## config.mk

```make
export PLATFORM = sky130hd
export DESIGN_NAME = fifo_pkt_framer
export DESIGN_NICKNAME = d
export VERILOG_FILES = /design/src/rtl/framer_pkg.sv /design/src/rtl/fifo_pkt_framer.sv
export SDC_FILE = /design/constraint.sdc
export NUM_CORES = 1
export LEC_CHECK = 0
export CAP_MARGIN = 20
export CORE_AREA = 2 2 63 65
export DETAILED_ROUTE_END_ITERATION = 6
export DIE_AREA = 0 0 65 67
export PLACE_DENSITY_LB_ADDON = 0.05
export SETUP_SLACK_MARGIN = 0.4
export SLEW_MARGIN = 15
export SYNTH_ARGS = -nofsm -noshare
export SYNTH_HDL_FRONTEND = slang
export SYNTH_SLANG_ARGS = --single-unit
```

## constraint.sdc

```tcl
create_clock -name clk -period 2.9 [get_ports clk]
set_clock_uncertainty 0.15 [all_clocks]
set_input_delay 0.29 -clock clk [delete_from_list [all_inputs] [get_ports clk]]
set_output_delay 0.29 -clock clk [all_outputs]
set_load 0.005 [all_outputs]
```

## src/rtl/framer_pkg.sv

```systemverilog
// Shared types and constants for the FIFO packet framer.
// FRAMER_CHECKSUM_EN adds the trailing checksum state.
package framer_pkg;

    localparam int          FRAMER_DATA_W = 8;
    localparam logic [7:0]  FRAMER_SOF    = 8'hA5;

    typedef enum logic [2:0] {
        S_IDLE,
        S_SOF,
        S_LEN,
        S_RD_REQ,
        S_RD_CAP,
`ifdef FRAMER_CHECKSUM_EN
        S_PAYLOAD,
        S_CHK
`else
        S_PAYLOAD
`endif
    } state_e;

endpackage

```

## src/rtl/fifo_pkt_framer.sv

```systemverilog
// Frames FIFO bytes as SOF, LEN, payload[, checksum] packets.
// FRAMER_CHECKSUM_EN (undefined by default) appends the checksum byte.
module fifo_pkt_framer
    import framer_pkg::*;
#(
    parameter int         DATA_W  = FRAMER_DATA_W,
    parameter int         PKT_LEN = 4,
    parameter logic [7:0] SOF     = FRAMER_SOF
) (
    input  logic              clk,
    input  logic              rst,
    input  logic [DATA_W-1:0] fifo_dout,
    input  logic              fifo_empty,
    output logic              fifo_rd,
    output logic [DATA_W-1:0] out_data,
    output logic              out_valid,
    input  logic              out_ready,
    output logic              out_last,
    output logic              busy,
    output logic [15:0]       pkt_cnt
);

    localparam logic [DATA_W-1:0] LEN_B    = DATA_W'(PKT_LEN);
    localparam logic [7:0]        LAST_IDX = 8'(PKT_LEN - 1);

    state_e            state_q, state_d;
    logic [DATA_W-1:0] data_q, data_d;
    logic [7:0]        cnt_q, cnt_d;
    logic [15:0]       pkt_q, pkt_d;
`ifdef FRAMER_CHECKSUM_EN
    logic [DATA_W-1:0] acc_q, acc_d;
`endif

    always_ff @(posedge clk) begin
        if (rst) begin
            state_q <= S_IDLE;
            data_q  <= '0;
            cnt_q   <= '0;
            pkt_q   <= '0;
`ifdef FRAMER_CHECKSUM_EN
            acc_q   <= '0;
`endif
        end else begin
            state_q <= state_d;
            data_q  <= data_d;
            cnt_q   <= cnt_d;
            pkt_q   <= pkt_d;
`ifdef FRAMER_CHECKSUM_EN
            acc_q   <= acc_d;
`endif
        end
    end

    always_comb begin
        state_d   = state_q;
        data_d    = data_q;
        cnt_d     = cnt_q;
        pkt_d     = pkt_q;
`ifdef FRAMER_CHECKSUM_EN
        acc_d     = acc_q;
`endif
        fifo_rd   = 1'b0;
        out_data  = '0;
        out_valid = 1'b0;
        out_last  = 1'b0;
        busy      = 1'b1;
        unique case (state_q)
            S_IDLE: begin
                busy = 1'b0;
                if (!fifo_empty) begin
                    state_d = S_SOF;
                    cnt_d   = '0;
`ifdef FRAMER_CHECKSUM_EN
                    acc_d   = '0;
`endif
                end
            end
            S_SOF: begin
                out_valid = 1'b1;
                out_data  = SOF;
                if (out_ready) state_d = S_LEN;
            end
            S_LEN: begin
                out_valid = 1'b1;
                out_data  = LEN_B;
                if (out_ready) begin
`ifdef FRAMER_CHECKSUM_EN
                    acc_d   = LEN_B;
`endif
                    state_d = S_RD_REQ;
                end
            end
            S_RD_REQ: begin
                if (!fifo_empty) begin
                    fifo_rd = 1'b1;
                    state_d = S_RD_CAP;
                end
            end
            S_RD_CAP: begin
                data_d  = fifo_dout;
`ifdef FRAMER_CHECKSUM_EN
                acc_d   = acc_q + fifo_dout;
`endif
                state_d = S_PAYLOAD;
            end
            S_PAYLOAD: begin
                out_valid = 1'b1;
                out_data  = data_q;
`ifndef FRAMER_CHECKSUM_EN
                out_last  = (cnt_q == LAST_IDX);
`endif
                if (out_ready) begin
                    cnt_d = cnt_q + 8'd1;
                    if (cnt_q == LAST_IDX) begin
`ifdef FRAMER_CHECKSUM_EN
                        state_d = S_CHK;
`else
                        pkt_d   = pkt_q + 16'd1;
                        state_d = S_IDLE;
`endif
                    end else begin
                        state_d = S_RD_REQ;
                    end
                end
            end
`ifdef FRAMER_CHECKSUM_EN
            S_CHK: begin
                out_valid = 1'b1;
                out_data  = acc_q;
                out_last  = 1'b1;
                if (out_ready) begin
                    pkt_d   = pkt_q + 16'd1;
                    state_d = S_IDLE;
                end
            end
`endif
            default: state_d = S_IDLE;
        endcase
    end

    assign pkt_cnt = pkt_q;

endmodule

```

==> impl_metrics.env <==
export IMPL_core_sq_um=3606
export IMPL_setup_violations=0
export IMPL_yosys_area_top_type_share_pct=39.11
export IMPL_ctsHtreeMaxLevel=2
export IMPL_finalCritPeriodShare_pct=80.75
export IMPL_antennaDiodeCount=0
export IMPL_ys_warn_count=0
export IMPL_fin_crit_ns=2.342
export IMPL_synth_top_family_by_area="simple AND/OR/NAND/NOR gates"
export IMPL_endpoint_kind="primary output"
export IMPL_num_rows=22
export IMPL_critPathRequiredTime_ns=2.46
export IMPL_drt_iter0_markers=68
export IMPL_sw_frac_of_total_pct=22.25
export IMPL_power_frac_clock_pct=44.0
export IMPL_seq_area_sq_um=703.2
export IMPL_cts_buffer_depth=2
export IMPL_yosys_area_share_adder_pct=1.397
export IMPL_cp_max_fo=4
export IMPL_path_clk_slew_ns=0.08
export IMPL_crit_type="flop to primary output"
export IMPL_grtUsageTotal_pct=20.81
export IMPL_final_setup_tns_ns=0
export IMPL_final_core_util_pct=64.95
export IMPL_p_leak_nw=0.7892
export IMPL_synth_compound_area_share_pct=15.85
export IMPL_synth_area_sq_um=1792
export IMPL_num_vias=1664
export IMPL_cts_tree="built"
export IMPL_multi_input_area_sq_um=1015
export IMPL_timing_fmax_mhz=427.0
export IMPL_relSlewSlack_pct=59.01
export IMPL_grt_max_degree=28
export IMPL_netlist_instances=204
export IMPL_synth_xor_area_share_pct=3.422
export IMPL_synth_nets=218
export IMPL_dp_hpwl_mm=2.966
export IMPL_worstPathCellList="ha_1 -> nor4b_4 -> and3_2 -> clkdlybuf4s50_1"
export IMPL_cp_slowest_stage_delay_ns=0.51
export IMPL_layout_setup_ws_ns=0.5582
export IMPL_start_util_pct=49.69
export IMPL_nNetsFinal=258
export IMPL_rsz0062_at_grt="no"
export IMPL_avgSynthCellArea_sq_um=8.783
export IMPL_cts_sinks=35
export IMPL_ios=40
export IMPL_status="complete, no violations"
export IMPL_grt_pass1_vias=1548
export IMPL_cp_start_kind="flop"
export IMPL_crit_buf_inv=1
export IMPL_p_int_mw=0.8148
export IMPL_synthSimpleGateAreaFrac_pct=29.26
export IMPL_cp_top_family="buffers and inverters"
export IMPL_detail_route_antenna_nets=0
export IMPL_pwr_share_comb_pct=8.4
export IMPL_seq_area_frac_synth_pct=39.11
export IMPL_slew_violations=0
export IMPL_wl_per_cell_microns=14.16
export IMPL_synthArstFlopShare_pct=0
export IMPL_ys_top_cells_by_area="dfxtp_1, mux2i_1, a21oi_1, nor2_1, o31ai_1"
export IMPL_antenna_found_initial=0
export IMPL_drive_gt1_share_pct=8.571
export IMPL_vdd_drop_max_mv=0.4785
export IMPL_dieWidth_microns=65
export IMPL_synthFlopType="dfxtp_1"
export IMPL_finalHoldViolCount=0
export IMPL_tightestPinTransition_ns=0.6136
export IMPL_finalPower_mw=1.048
export IMPL_clk_latency_ns=0.29
export IMPL_switchingPower_mw=0.2332
export IMPL_die_h_microns=67
export IMPL_n_fill_cell=319
export IMPL_critPathSlowestCell="clkdlybuf4s50_1"
export IMPL_die_area_sq_um=4355
export IMPL_synthMuxAreaShare_pct=6.704
export IMPL_hold_path_class="flop to flop"
export IMPL_yosysTopAreaCell="dfxtp_1"
export IMPL_synth_distinct_cells=44
export IMPL_gp_congestion=0.8130
export IMPL_cp_arrival_ns=1.90
export IMPL_grt_pass1_wl_mm=6.913
export IMPL_drc=0
export IMPL_syn2layout_area_growth_pct=30.73
export IMPL_hold_slack_ns=0.3303
export IMPL_drt_total_wl_mm=4.150
export IMPL_cts_inserted_buffers=5
export IMPL_power_density_nw_per_um2=447.4
export IMPL_ys_ff_latch=35
export IMPL_seqPwrFrac_pct=47.5
export IMPL_first_pass_iters=4
export IMPL_clockRootBuffer="clkbuf_8"
export IMPL_avgViaCountPerCell=5.679
export IMPL_pre_cts_slack_ns=0.5450
export IMPL_max_cap_viol_count=0
export IMPL_overflow=0
export IMPL_portBuffers=39
export IMPL_synth_edf_count=0
==> state kept, by name, summed over array words and instances (netlist names) <==
signal and count:
state_q 3, data_q 8, pkt_cnt 16, cnt_q 8
==> worst min-delay path, delay by kind of cell (launching register included) <==
kind           cells  cell delay (ns)
AO/OA/AOI/OAI      2             0.11
flip-flops         1             0.32
==> Yosys cell counts, types with 2 or more instances <==
library cell,n
and2_1,5
nand3_1,4
or3_1,7
and3_1,2
and4_1,3
nor2_1,18
xor2_1,2
or4_1,9
clkbuf_1,6
inv_1,9
mux2i_1,12
ha_1,2
a21oi_1,20
nor2b_1,5
nand4_1,8
and4b_1,2
dfxtp_1,35
o21ai_0,6
xnor2_1,5
nand2_1,11
o211ai_1,2
o31ai_1,9
==> power groups by stage <==
stage	Clock, mW	Combinational [mW]	Sequential, mW
6_report	0.462	0.0885	0.498
5_1_grt	0.494	0.0968	0.499
4_1_cts	0.464	0.0889	0.498
3_5_place_dp	0	0.0874	0.509
3_3_place_gp	0	0.0856	0.508
2_1_floorplan	0	0.0476	0.501
==> metrics by stage <==
stage,instance area [sq um],std cells
3_3_place_gp,2215,284
2_1_floorplan,1792,204
4_1_cts,2340,293
5_1_grt,2342,293
3_5_place_dp,2215,284
6_report,2342,293
==> metal layers <==
metal / part of all wire, % / vias up / global-route usage, %
li1: - / 829 / -
met1: 43 / 787 / 22.45
met2: 50 / 41 / 37.50
met3: 5.4 / 7 / 6.926
met4: 1.5 / 0 / 7.979
met5: 0 / - / 0
==> area by class of cell <==
| cell class | count | share of cell area, % |
|---|---|---|
| clock buffers | 6 | 3.526 |
| flip-flops and latches | 35 | 30.02 |
| clock inverters | 2 | 1.496 |
| multi-input cells | 151 | 43.32 |
| repair buffers | 42 | 17.63 |
| well taps | 48 | 2.564 |
| inverters | 9 | 1.442 |
==> cell usage in the layout (no fill, tap or decap), drive strengths merged, types with 2 or more instances in the layout <==
master          n
nor2           18
nor3            2
a2111oi         2
dfxtp          35
o21ai           6
or4             9
and3            3
and2            5
ha              2
clkbuf          6
mux2i          12
clkdlybuf4s50  39
and4b           2
xor2            2
nor2b           5
a21oi          20
xnor2           5
o211ai          2
or3             8
nand4           9
o31ai           9
inv             9
buf             3
nand3           5
nand2          11
and4            3
==> cell families after synthesis <==
kind of cell             count (synthesis)
flip-flops                              35
XOR/XNOR                                 7
AND/OR/NAND/NOR                         85
multiplexers                            12
adder cells (fa/ha/maj)                  2
AO/OA/AOI/OAI                           45
buffers and inverters                   18
==> timing repair <==
| item | CTS | global route |
|---|---|---|
| resized for setup | 0 | 2 |
| setup buffers | 1 | 0 |
| hold buffers | 0 | 0 |
| setup endpoints to repair | 1 | 4 |
==> path summary, 6_finish.rpt <==
kind | cells past startpoint | end | slack [ns] | from
max | 4 | out_last | 0.56 | cnt_q[0]
min reg2reg | 2 | pkt_cnt[15] | 0.33 | pkt_cnt[15]
min | 2 | pkt_cnt[15] | 0.33 | pkt_cnt[15]
max reg2reg | 6 | pkt_cnt[11] | 0.66 | cnt_q[0]
No activity file was read; power rests on OpenSTA's default activity.
